**src/rtl/tof_arb_pkg.sv**
```systemverilog
// Shared definitions for the ToF readout arbiter.
//   tof_state_e : arbiter FSM states (IDLE waits for a grant, PRESENT holds a word)
//   TOF_DATA_W  : captured word width {zone_index[5:0], distance[15:0]}
//   TOF_IDX_W   : sensor index width, sized for up to 8 sensors
//   TOF_TS_W    : capture timestamp width (only used with TOF_ARB_TIMESTAMP_EN)
package tof_arb_pkg;

  localparam int TOF_DATA_W = 22;
  localparam int TOF_IDX_W  = 3;
  localparam int TOF_TS_W   = 16;

  typedef enum logic {
    IDLE    = 1'b0,
    PRESENT = 1'b1
  } tof_state_e;

endpackage

```
**src/rtl/tof_rr_picker.sv**
```systemverilog
// Combinational round-robin find-first.
// Searches req upward starting at last_grant+1 and wrapping modulo N; the
// first set bit found is the grant.
//   req        in  N      request vector (one bit per sensor)
//   last_grant in  IDX_W  index granted most recently
//   grant      out IDX_W  selected index (0 when no request)
//   any_req    out 1      at least one request bit is set
module tof_rr_picker
  import tof_arb_pkg::*;
#(
  parameter int N     = 8,
  parameter int IDX_W = TOF_IDX_W
) (
  input  logic [N-1:0]     req,
  input  logic [IDX_W-1:0] last_grant,
  output logic [IDX_W-1:0] grant,
  output logic             any_req
);

  logic [IDX_W-1:0] idx;
  logic             found;

  // Offset k runs 1..N so last_grant itself is examined last, which gives
  // every other requester priority over the most recent winner.
  always_comb begin
    grant = '0;
    found = 1'b0;
    idx   = '0;
    for (int k = 1; k <= N; k++) begin
      idx = IDX_W'((int'(last_grant) + k) % N);
      if (!found && req[idx]) begin
        grant = idx;
        found = 1'b1;
      end
    end
  end

  assign any_req = |req;

endmodule

```
**src/rtl/tof_readout_arbiter.sv**
```systemverilog
// Shares one downstream readout channel between NB_OF_SENSORS ToF FSMs.
// Each data_ready pulse captures the sensor's word into a holding register
// and marks it pending; pending words are granted round-robin and presented
// on a valid/ready output, with a one-cycle ack to the owning sensor.
//
// Handshake: out_valid rises with a granted word and out_sensor/out_data
// (and out_timestamp) stay stable while out_valid=1; a transfer happens on a
// rising clk edge where out_valid && out_ready, after which out_valid drops
// for one cycle (IDLE) and ack[out_sensor] pulses for exactly that cycle.
//
// Optional feature macro: TOF_ARB_TIMESTAMP_EN adds a 16-bit free-running
// counter, per-sensor capture timestamps and the out_timestamp port.
//
// Ports:
//   clk           in   system clock
//   reset         in   asynchronous active-low reset
//   enable        in   0 blocks new grants (capture continues)
//   data_ready    in   N  one-cycle capture pulse per sensor
//   sensor_data   in   N*DATA_W flat bus, sensor i at [i*DATA_W +: DATA_W]
//   out_valid     out  word valid
//   out_ready     in   downstream accepts the word
//   out_sensor    out  IDX_W owner of out_data
//   out_data      out  DATA_W granted word
//   out_timestamp out  16 capture time of out_data (macro only)
//   ack           out  N  pulse the cycle after a transfer
//   pending       out  N  holding register holds an unsent word
//   overrun       out  N  sticky: an unsent word was overwritten
//   overrun_clr   in   synchronous clear of all overrun bits
//   dbg_state     out  current FSM state
module tof_readout_arbiter
  import tof_arb_pkg::*;
#(
  parameter int NB_OF_SENSORS = 8,
  parameter int DATA_W        = TOF_DATA_W,
  parameter int IDX_W         = TOF_IDX_W
) (
  input  logic                            clk,
  input  logic                            reset,
  input  logic                            enable,
  input  logic [NB_OF_SENSORS-1:0]        data_ready,
  input  logic [NB_OF_SENSORS*DATA_W-1:0] sensor_data,
  output logic                            out_valid,
  input  logic                            out_ready,
  output logic [IDX_W-1:0]                out_sensor,
  output logic [DATA_W-1:0]               out_data,
`ifdef TOF_ARB_TIMESTAMP_EN
  output logic [TOF_TS_W-1:0]             out_timestamp,
`endif
  output logic [NB_OF_SENSORS-1:0]        ack,
  output logic [NB_OF_SENSORS-1:0]        pending,
  output logic [NB_OF_SENSORS-1:0]        overrun,
  input  logic                            overrun_clr,
  output tof_state_e                      dbg_state
);

  tof_state_e               state_q, state_d;
  logic [IDX_W-1:0]         last_grant_q;
  logic [IDX_W-1:0]         grant;
  logic                     any_req;
  logic                     grant_fire;
  logic                     handshake;
  logic [NB_OF_SENSORS-1:0] grant_vec;

  logic [DATA_W-1:0]        hold_q [NB_OF_SENSORS];
  logic [NB_OF_SENSORS-1:0] pending_q, pending_d;
  logic [NB_OF_SENSORS-1:0] overrun_q, overrun_d;
  logic [NB_OF_SENSORS-1:0] ack_q;
  logic                     out_valid_q;
  logic [IDX_W-1:0]         out_sensor_q;
  logic [DATA_W-1:0]        out_data_q;

  tof_rr_picker #(
    .N     (NB_OF_SENSORS),
    .IDX_W (IDX_W)
  ) u_picker (
    .req        (pending_q),
    .last_grant (last_grant_q),
    .grant      (grant),
    .any_req    (any_req)
  );

  // FSM next state and the two events that drive the datapath.
  always_comb begin
    state_d    = state_q;
    grant_fire = 1'b0;
    handshake  = 1'b0;
    case (state_q)
      IDLE: begin
        if (enable && any_req) begin
          grant_fire = 1'b1;
          state_d    = PRESENT;
        end
      end
      PRESENT: begin
        if (out_valid_q && out_ready) begin
          handshake = 1'b1;
          state_d   = IDLE;
        end
      end
      default: state_d = IDLE;
    endcase
  end

  // Capture bookkeeping. A capture on the grant edge of the same sensor
  // refills the register that is being emptied, so it is neither an
  // overrun nor a reason to clear pending. A new overrun beats the clear.
  always_comb begin
    grant_vec = '0;
    if (grant_fire) grant_vec = NB_OF_SENSORS'(1) << grant;
    pending_d = pending_q;
    overrun_d = overrun_clr ? '0 : overrun_q;
    for (int i = 0; i < NB_OF_SENSORS; i++) begin
      if (data_ready[i]) begin
        pending_d[i] = 1'b1;
        if (pending_q[i] && !grant_vec[i]) overrun_d[i] = 1'b1;
      end else if (grant_vec[i]) begin
        pending_d[i] = 1'b0;
      end
    end
  end

  always_ff @(posedge clk or negedge reset) begin
    if (!reset) begin
      state_q   <= IDLE;
      pending_q <= '0;
      overrun_q <= '0;
      for (int i = 0; i < NB_OF_SENSORS; i++) hold_q[i] <= '0;
    end else begin
      state_q   <= state_d;
      pending_q <= pending_d;
      overrun_q <= overrun_d;
      for (int i = 0; i < NB_OF_SENSORS; i++) begin
        if (data_ready[i]) hold_q[i] <= sensor_data[i*DATA_W +: DATA_W];
      end
    end
  end

  // Output register: loaded only on a grant, so it stays frozen through
  // PRESENT regardless of new captures into hold_q.
  always_ff @(posedge clk or negedge reset) begin
    if (!reset) begin
      out_valid_q  <= 1'b0;
      out_sensor_q <= '0;
      out_data_q   <= '0;
      last_grant_q <= IDX_W'(NB_OF_SENSORS - 1);
      ack_q        <= '0;
    end else begin
      ack_q <= '0;
      if (grant_fire) begin
        out_valid_q  <= 1'b1;
        out_sensor_q <= grant;
        out_data_q   <= hold_q[grant];
      end else if (handshake) begin
        out_valid_q  <= 1'b0;
        last_grant_q <= out_sensor_q;
        ack_q        <= NB_OF_SENSORS'(1) << out_sensor_q;
      end
    end
  end

`ifdef TOF_ARB_TIMESTAMP_EN
  logic [TOF_TS_W-1:0] ts_cnt_q;
  logic [TOF_TS_W-1:0] ts_q [NB_OF_SENSORS];
  logic [TOF_TS_W-1:0] out_ts_q;

  // Free-running counter; wraps 0xFFFF -> 0 by natural overflow.
  always_ff @(posedge clk or negedge reset) begin
    if (!reset) begin
      ts_cnt_q <= '0;
      out_ts_q <= '0;
      for (int i = 0; i < NB_OF_SENSORS; i++) ts_q[i] <= '0;
    end else begin
      ts_cnt_q <= ts_cnt_q + 1'b1;
      for (int i = 0; i < NB_OF_SENSORS; i++) begin
        if (data_ready[i]) ts_q[i] <= ts_cnt_q;
      end
      if (grant_fire) out_ts_q <= ts_q[grant];
    end
  end

  assign out_timestamp = out_ts_q;
`endif

  assign out_valid  = out_valid_q;
  assign out_sensor = out_sensor_q;
  assign out_data   = out_data_q;
  assign ack        = ack_q;
  assign pending    = pending_q;
  assign overrun    = overrun_q;
  assign dbg_state  = state_q;

endmodule

```
**config.mk**
```make
export PLATFORM = sky130hd
export DESIGN_NAME = tof_readout_arbiter
export DESIGN_NICKNAME = d
export VERILOG_FILES = /design/src/rtl/tof_arb_pkg.sv /design/src/rtl/tof_rr_picker.sv /design/src/rtl/tof_readout_arbiter.sv
export SDC_FILE = /design/constraint.sdc
export NUM_CORES = 1
export LEC_CHECK = 0
export ABC_AREA = 1
export CAP_MARGIN = 20
export CELL_PAD_IN_SITES_DETAIL_PLACEMENT = 1
export CELL_PAD_IN_SITES_GLOBAL_PLACEMENT = 1
export CORE_MARGIN = 2
export CORE_UTILIZATION = 39
export CTS_CLUSTER_DIAMETER = 80
export DETAILED_ROUTE_END_ITERATION = 7
export PLACE_DENSITY_LB_ADDON = 0.1
export RECOVER_POWER = 50
export REMOVE_ABC_BUFFERS = 1
export SLEW_MARGIN = 20
export SYNTH_ARGS = -nofsm -noshare
export SYNTH_HDL_FRONTEND = slang
export SYNTH_SLANG_ARGS = --single-unit
export TNS_END_PERCENT = 20
```
**constraint.sdc**
```tcl
create_clock -name clk -period 8.4 [get_ports clk]
set_clock_uncertainty 0.1 [all_clocks]
set_input_delay 0.84 -clock clk [delete_from_list [all_inputs] [get_ports clk]]
set_output_delay 0.84 -clock clk [all_outputs]
set_load 0.03 [all_outputs]
```
== Word-level counts from Yosys, hierarchy flattened ==
Cells that the tools add are included.

* $add $sub $neg: 8
* Magnitude comparators: 9
* Shift operators: 2
* Muxes and demuxes: 78
* Bitwise operators: 3
* Reductions and logical operators: 43

{| class="wikitable"
|+ Operators with widths
! kind !! count
|-
| 22-bit binary-select mux with 3-bit select || 1
|-
| 1-bit two-way mux || 54
|-
| 22-bit two-way mux || 2
|-
| 3-bit by 4-bit less-than comparator with 1-bit output (second input constant) || 8
|-
| 8-bit two-way mux || 4
|-
| 1-bit binary-select mux with 3-bit select || 8
|-
| 3-bit two-way mux || 8
|-
| 2-bit nonzero test || 9
|-
| 1-bit logical AND || 17
|-
| 1-bit by 3-bit << shifter with 8-bit output (first input constant) || 2
|-
| 1-bit zero test || 15
|-
| 3-bit adder (second input constant) || 4
|-
| 8-bit OR reduction || 1
|-
| 3-bit by 1-bit adder with 3-bit output (second input constant) || 2
|-
| 3-bit by 2-bit adder with 3-bit output (second input constant) || 2
|-
| 4-bit greater-or-equal comparator (second input constant) || 1
|-
| 3-bit inverter with 4-bit output || 1
|-
| 1-bit inverter || 2
|-
| 1-bit case mux with 2 select lines || 1
|-
| 2-bit AND reduction || 1
|}

* Register bits after elaboration: 230

== Depth between registers and ports, before layout ==
Gate-level depths: netlist of run 1.

* Depth in word-level cells: 31
* Gate-level depth with buffers: 23

== By module ==
From an unflattened synthesis of run 1, not the netlist that was laid out.

* Cell total of the unflattened synthesis: 1553
* Area, all modules: 11385.9 um^2

{| class="wikitable"
|+ Modules (own cells, without submodules)
! module !! times used !! cells an instance !! area each (um^2) !! seq. area each (um^2)
|-
| tof_readout_arbiter || 1 || 1411 || 10575.1 || 5759.3
|-
| tof_rr_picker || 1 || 142 || 810.8 || 0.0
|}

== Worst setup path before layout of run 1 ==
No wires, ideal clock.

* Path kind: register to register
* Start point: reg last_grant_q[1]
* End point: reg out_data_q[13] (netlist: out_data[13])
* Setup time: 124 ps
* Data arrival time: 2681 ps
* Setup slack: 5495 ps
* Stages on the path, launching flop included: 20
* Clock period less this slack: 2905 ps
* Cell sequence: dfstp_2 -> buf_6 -> inv_2 -> ha_1 -> inv_2 -> nand3_1 -> nand3_1 -> nand2_2 -> nor2_4 -> nand4_2 -> nor2_4 -> nand4_2 -> buf_2 -> buf_2 -> nand3_1 -> nand2_1 -> nand2_1 -> nand2_1 -> nand2_1 -> nand3_1

* Word-level cells in the longest chain between the ends: 29

{| class="wikitable"
|+ Ends and longest elaborated chain
! element !! line !! source
|-
| from (decl) || tof_readout_arbiter.sv:57 || <nowiki>logic [IDX_W-1:0] last_grant_q;</nowiki>
|-
| from (signal assigned) || tof_readout_arbiter.sv:145 || <nowiki>last_grant_q <= IDX_W'(NB_OF_SENSORS - 1);</nowiki>
|-
| from (signal assigned) || tof_readout_arbiter.sv:155 || <nowiki>last_grant_q <= out_sensor_q;</nowiki>
|-
| 3-bit by 1-bit adder with 3-bit output || tof_rr_picker.sv:30 || <nowiki>idx = IDX_W'((int'(last_grant) + k) % N);</nowiki>
|-
| 1-bit binary-select mux with 3-bit select || tof_rr_picker.sv:31 || <nowiki>if (!found && req[idx]) begin</nowiki>
|-
| 1-bit two-way mux (implied by the code) || tof_rr_picker.sv:31 ||
|-
| 1-bit two-way mux || tof_rr_picker.sv:31 ||
|-
| 1-bit zero test || tof_rr_picker.sv:31 ||
|-
| 1-bit logical AND || tof_rr_picker.sv:31 ||
|-
| 1-bit two-way mux || tof_rr_picker.sv:31 ||
|-
| 1-bit zero test || tof_rr_picker.sv:31 ||
|-
| (+12 left out) || - ||
|-
| 1-bit logical AND || tof_rr_picker.sv:31 ||
|-
| 1-bit two-way mux || tof_rr_picker.sv:31 ||
|-
| 1-bit zero test || tof_rr_picker.sv:31 ||
|-
| 1-bit logical AND || tof_rr_picker.sv:31 ||
|-
| 3-bit two-way mux * || tof_rr_picker.sv:31 ||
|-
| 3-bit inverter with 4-bit output (implied by the code) * || tof_readout_arbiter.sv:152 || <nowiki>out_data_q <= hold_q[grant];</nowiki>
|-
| 22-bit binary-select mux with 3-bit select * || tof_readout_arbiter.sv:152 ||
|-
| 22-bit two-way mux (implied by the code) * (2 in a row) || tof_readout_arbiter.sv:152 ||
|-
| to (signal assigned) || tof_readout_arbiter.sv:152 ||
|-
| to (decl) || tof_readout_arbiter.sv:70 || <nowiki>logic [DATA_W-1:0] out_data_q;</nowiki>
|}

Every way passes the cells marked *; elsewhere a longest branch is shown, timed or not. The select of a mux whose other input is x is not followed.
A chain may end at the register's enable or synchronous reset.

==> results of run 1 <==
## cells by family after synthesis
family / Yosys count
and+or+nand+nor: 1192
DFF: 230
buffers and inverters: 109
AOI/OAI and AO/OA: 17
xor gates and xnor gates: 3
adders and majority gates: 2
## worst min-delay path, delay by kind of cell (launching register included)
family | cells | cell delay, ns
flip-flops | 1 | 0.34
AND/OR/NAND/NOR | 2 | 0.09
## flip-flops by register name, indices dropped and copies added, names as in the netlist, 3 cells and up
| register | flops |
|---|---|
| pending | 8 |
| last_grant_q | 3 |
| out_data | 22 |
| out_sensor | 3 |
| hold_q | 176 |
| ack | 8 |
| overrun | 8 |
## final timing paths
| path | to | cells past startpoint | start |
|---|---|---|---|
| hold reg to reg | hold_q[65] | 2 | hold_q[65] |
| setup reg to reg | out_data[15] | 15 | last_grant_q[1] |
| min in group asynchronous | hold_q[8] | 1 | reset |
| setup / recovery | hold_q[153] | 2 | reset |
| hold / removal | hold_q[65] | 2 | hold_q[65] |
| max in group clk | out_data[15] | 15 | last_grant_q[1] |
## cell usage after synthesis, drive strengths merged (2+ instances only)
master	count	area, um^2
nor2	27	121
inv	30	113
clkbuf	46	173
dfstp	3	78.8
nand4	7	56.3
dfrtp	227	5680
buf	32	230
a31oi	2	18.8
ha	2	25.0
xnor2	2	17.5
o21ai	12	60.1
nand3b	2	15.0
nand3	149	761
nand2	1004	3780
## placed cells by master (no fill, tap or decap), types with 9 or more instances in the layout
cell type and count:
nand3_1 146, clkdlybuf4s50_1 234, nand2_1 999, buf_4 10
inv_1 24, nor2_1 22, o21ai_0 9, clkbuf_16 27
clkbuf_1 18, dfrtp_1 227
## power by group
part	leakage [nW]	internal [mW]	switching [mW]
clock	0.402	0.642	0.464
combinational	4.47	0.905	2.23
sequential	2.79	1.28	0.171
## per-layer routing
layer | part of all wire (%) | global-route usage (%)
met3 | 3.8 | 3.36
met4 | 3.3 | 8.44
met2 | 49 | 46.7
met5 | 0 | 0
met1 | 44 | 34.1
## per-stage QoR
stage / total power, mW / utilization, % / setup slack (ns) / hold slack (ns)
global route: 6.14 / 51.3 / 2.54 / 0.392
finish: 5.69 / 51.3 / 3.34 / 0.369
global placement: 4.57 / 48.5 / 4.29 / 0.354
detailed placement: 4.61 / 48.5 / 4.20 / 0.359
CTS: 5.76 / 51.4 / 4.18 / 0.221
floorplan: 3.37 / - / 3.23 / 0.342
## layout make-up
type | instances | area [um^2]
fill | 3563 | 13900
sequential | 230 | 5760
multi-input combinational | 1214 | 4950
timing repair buffer | 253 | 2480
clock buffer | 45 | 793
tap | 384 | 480
inverter | 31 | 116
clock inverter | 4 | 37.5
==> flow_metrics.py, run 1 <==
metrics = {
    "status": {
        "status": "complete, but fails checks",
        "violations": "capacitance limit, slew limit",
    },
    "place": {
        "numPortBuffers": 239,
        "dp_hpwl_mm": 26.5,
        "gp_congestion": 0.816,
        "dpl.cell_count": 2112,
        "place_area_mm2": 0.0138,
    },
    "detailed_routing": {
        "routed_wl_mm": 39.5,
        "drc": 0,
        "num_vias": 10902,
        "routed_via_density": 5.04,
        "ant_nets": 0,
        "dr.pass1.iters": 4,
        "post_drt_wl_per_cell_um": 18.3,
        "first_iter_violations": 659,
    },
    "floorplan": {
        "initial_core_util_pct": 39.3,
        "std_cell_rows": 62,
        "die_h_um": 173,
        "core-area_mm2": 0.0285,
        "die_area_mm2": 0.0301,
        "io_pins": 240,
        "fp.dieW_um": 173,
    },
    "synthesis": {
        "synth-warning-count": 0,
        "synth_edf_count": 0,
        "syn_inst": 1553,
        "ys_dominant_reg_cell": "dfrtp_1",
        "netlist_area_mm2": 0.0112,
        "avgSynthCellArea_um2": 7.21,
        "synthAdderAreaFrac_pct": 0.223,
        "synthMuxAreaShare_pct": 0,
        "synthXorXnorAreaFrac_pct": 0.402,
        "yosysSeqAreaShare_pct": 51.4,
        "yosys.area_share.simple_pct": 42.4,
        "ys_seq_elements": 230,
        "synth_top_family_by_area": "simple AND/OR/NAND/NOR gates",
        "yosysUniqueCellTypes": 33,
        "synth_compound_area_share_pct": 0.872,
        "synthArstFlopShare_pct": 100,
    },
    "setup_path": {
        "path_buf_inv": 2,
        "cp.arrival_ns": 5.50,
        "cpPeakStageDelay_ns": 3.38,
        "required_ns": 8.84,
        "crit_chain": "clkbuf_1, buf_4",
        "reg2reg_slack_ns": 4.09,
        "crit_type": "input port to async pin",
        "slowest_stage": "clkbuf_1",
        "path_delay_family": "buffers and inverters",
        "crit_fanout": 84,
        "startpoint_type": "input port",
        "critPathCaptureType": "async pin",
    },
    "run": {
        "max_cap_viol_count": 1,
    },
    "finish": {
        "final_nets": 1948,
        "syn2layout_area_growth_pct": 30.5,
        "layout-drive-gt1-share_pct": 4.05,
        "layout.cells.non_filler": 2161,
        "diodes": 0,
        "design_area_mm2": 0.0146,
    },
    "timing": {
        "finalSetupViolations": 0,
        "slew_headroom_pct": -227,
        "worst_pin_slew_ns": 4.91,
        "final-max-slew-violation-count": 85,
        "period_minus_slack_ns": 5.06,
        "rsz0062_at_grt": "no",
        "fmax_mhz": 198,
        "fin_tns_setup_ns": 0,
        "min_period_over_period_pct": 60.3,
        "hold_viol": 0,
    },
    "pwr": {
        "p_leak_nw": 7.66,
        "powerDensity_mw_per_mm2": 390,
        "ir_drop_mv": 0.567,
    },
    "grt": {
        "grt_pass1_vias": 11550,
        "grt_antenna_before_repair": 0,
        "grt_overflow_total": 0,
        "grt_usage_pct": 26.5,
        "grt_start_max_net_pins": 93,
        "grt_pass1_wl_mm": 63.0,
    },
    "clock_network": {
        "cts_tree": "done",
        "postCtsSetupRepairBufs": 0,
        "cts_hold_buf": 0,
        "ctsResizeCount": 0,
        "clock_path_buffers": 3,
        "cts_root_buf": "clkbuf_16",
        "path_clk_slew_ns": 0.06,
        "numCtsBuffers": 27,
        "htreeDepth": 1,
        "clock_sink_count": 230,
        "clock_latency_ns": 0.55,
    },
    "min_path": {
        "hold_path.class": "flip-flop to flip-flop",
    },
}
Note: power is estimated with default switching activity, not from simulation.
==> inputs of run 2 (changes only) <==
- CORE_UTILIZATION: 39 -> 37
- clock period: 8.4 -> 5.2 ns (I/O delays scaled with it)
==> run 2 against run 1 <==
Effect of this change:
- core utilization decreased by 1.7 points
- the run still ends with capacitance limit, slew limit left
- routed wire length increased by 2.5%
- clock-buffer cell count decreased by 1
- combinational power increased by 64%
- sequential power increased by 62%
- sequential cell count unchanged
- register-to-register slack got worse by 3.1 ns
==> flow_metrics.py, run 2 (same netlist as run 1, synthesis figures left out) <==
metrics = {
    "status": {
        "status": "complete, but fails checks",
        "violations": "capacitance limit, slew limit",
    },
    "grt": {
        "grt_antenna_before_repair": 0,
        "grt_start_max_net_pins": 120,
        "grt_pass1_vias": 11601,
        "grt_pass1_wl_mm": 63.4,
        "grt_overflow_total": 0,
        "grt_usage_pct": 26.0,
    },
    "clock_network": {
        "htreeDepth": 1,
        "cts_root_buf": "clkbuf_16",
        "numCtsBuffers": 28,
        "cts_hold_buf": 0,
        "cts_tree": "done",
        "clock_path_buffers": 3,
        "clock_sink_count": 230,
        "ctsResizeCount": 0,
        "clock_latency_ns": 0.55,
        "path_clk_slew_ns": 0.06,
        "postCtsSetupRepairBufs": 0,
    },
    "floorplan": {
        "core-area_mm2": 0.0297,
        "initial_core_util_pct": 37.7,
        "fp.dieW_um": 178,
        "std_cell_rows": 63,
        "io_pins": 240,
        "die_h_um": 178,
        "die_area_mm2": 0.0317,
    },
    "setup_path": {
        "crit_chain": "inv_2, ha_1, inv_2, nand3_1, nand3_1, nand2_2, nor2_4, nand4_2, nor2_4, nand4_4, nand2_4, buf_4, nand2_1, nand2_1, nand2_1, nand2_1, nand2_1, nand3_1",
        "cpMostUsedCell": "nand2_1",
        "cp-startpoint": "last_grant_q[0]",
        "crit_type": "flip-flop to flip-flop",
        "cp.arrival_ns": 4.62,
        "critPathCaptureType": "flip-flop",
        "required_ns": 5.59,
        "crit_fanout": 36,
        "startpoint_type": "flip-flop",
        "r2r-start": "last_grant_q[0]",
        "cpPeakStageDelay_ns": 0.71,
        "slowest_stage": "dfstp_2",
    },
    "pwr": {
        "powerDensity_mw_per_mm2": 638,
        "p_int_mw": 4.76,
        "sw_frac_of_total_pct": 49.5,
        "clkPwrFrac_pct": 20.6,
        "ir_drop_mv": 0.620,
        "switchingPower_mw": 4.66,
        "p_leak_nw": 7.74,
        "power_frac_seq_pct": 25.0,
        "comb_power_share_pct": 54.5,
    },
    "run": {
        "max_cap_viol_count": 2,
    },
    "detailed_routing": {
        "num_vias": 10790,
        "ant_nets": 0,
        "routed_wl_mm": 40.5,
        "dr.pass1.iters": 4,
        "drc": 0,
        "first_iter_violations": 566,
        "post_drt_wl_per_cell_um": 18.7,
        "routed_via_density": 4.97,
    },
    "finish": {
        "final_cell_mix": "999 x nand2_1, 235 x clkdlybuf4s50_1, 227 x dfrtp_1, 146 x nand3_1, 29 x clkbuf_16",
        "syn2layout_area_growth_pct": 31.7,
        "final_common_cell": "nand2_1",
        "fillers": 3741,
        "multi_input_area_mm2": 0.00495,
        "largest_register_ffs": 176,
        "fin_util_pct": 49.6,
        "top_register": "hold_q",
        "seq_area_mm2": 0.00576,
        "layout-drive-gt1-share_pct": 4.83,
        "final_nets": 1955,
        "diodes": 0,
    },
    "min_path": {
        "hp-start": "hold_q[17]",
        "hold_path.class": "flip-flop to flip-flop",
    },
    "timing": {
        "period_minus_slack_ns": 4.23,
        "final-max-slew-violation-count": 135,
        "hold_ws_ns": 0.370,
        "finalSetupViolations": 0,
        "min_period_over_period_pct": 81.3,
        "worst_pin_slew_ns": 3.12,
        "fmax_mhz": 236,
        "slew_headroom_pct": -108,
        "rsz0062_at_grt": "no",
        "fin_tns_setup_ns": 0,
        "hold_viol": 0,
    },
    "place": {
        "numPortBuffers": 239,
        "dp_hpwl_mm": 28.0,
        "gp_congestion": 0.836,
    },
}
-- run 2: cell count changes in the layout (fill, tap and decap cells not counted), sizes merged --
cell,before,now
clkinvlp,1,0
clkdlybuf4s50,234,235
bufinv,0,1
clkinv,3,5
buf,10,15
dlygate4sd3,4,3
inv,31,29
-- run 2: area by class of cell --
type,count,area share (%)
clock buffers,44,5.84
repair buffers,259,17.2
flip-flops and latches,230,39.0
well taps,390,3.31
multi-input cells,1214,33.5
clock inverters,4,0.305
inverters,31,0.789
-- run 2: layer usage --
layer  up-vias  track usage, %  wire length, um
met5         -               0                0
met4         0            5.29              831
met3        52            2.90             1600
met2       234            46.2            20300
met1      5291            34.2            17800
li1       5213               -                -
-- run 2: final timing paths --
check | end | cells after the start | slack (ns)
min | hold_q[17] | 2 | 0.37
max | out_data[8] | 18 | 0.97
min reg2reg | hold_q[17] | 2 | 0.37
max reg2reg | out_data[8] | 18 | 0.97
min in group asynchronous | hold_q[1] | 1 | 0.86
max in group asynchronous | hold_q[153] | 2 | 1.60
-- run 2: critical path: cells and delay by family, from the launching register on --
kind                     cells  cell delay (ns)
adder cells (fa/ha/maj)      1             0.40
buffers and inverters        3             0.72
AND/OR/NAND/NOR             14             2.20
flip-flops                   1             0.71
-- run 2: power groups by stage --
stage	clock network [mW]	registers [mW]	logic, mW
floorplan	0	2.53	2.90
global placement	0	2.37	5.09
detailed placement	0	2.37	5.16
CTS	1.96	2.35	5.19
global route	2.04	2.38	5.70
finish	1.94	2.35	5.13
-- run 2: stage by stage --
step           total power [mW]  setup slack [ns]  cells  cell area (um^2)
2_1_floorplan              5.44            0.0255   1475             10800
3_3_place_gp               7.47              1.07   2124             13900
3_5_place_dp               7.54             0.918   2124             13900
4_1_cts                    9.50             0.888   2172             14800
5_1_grt                    10.1             0.599   2172             14800
6_report                   9.42             0.971   2172             14800
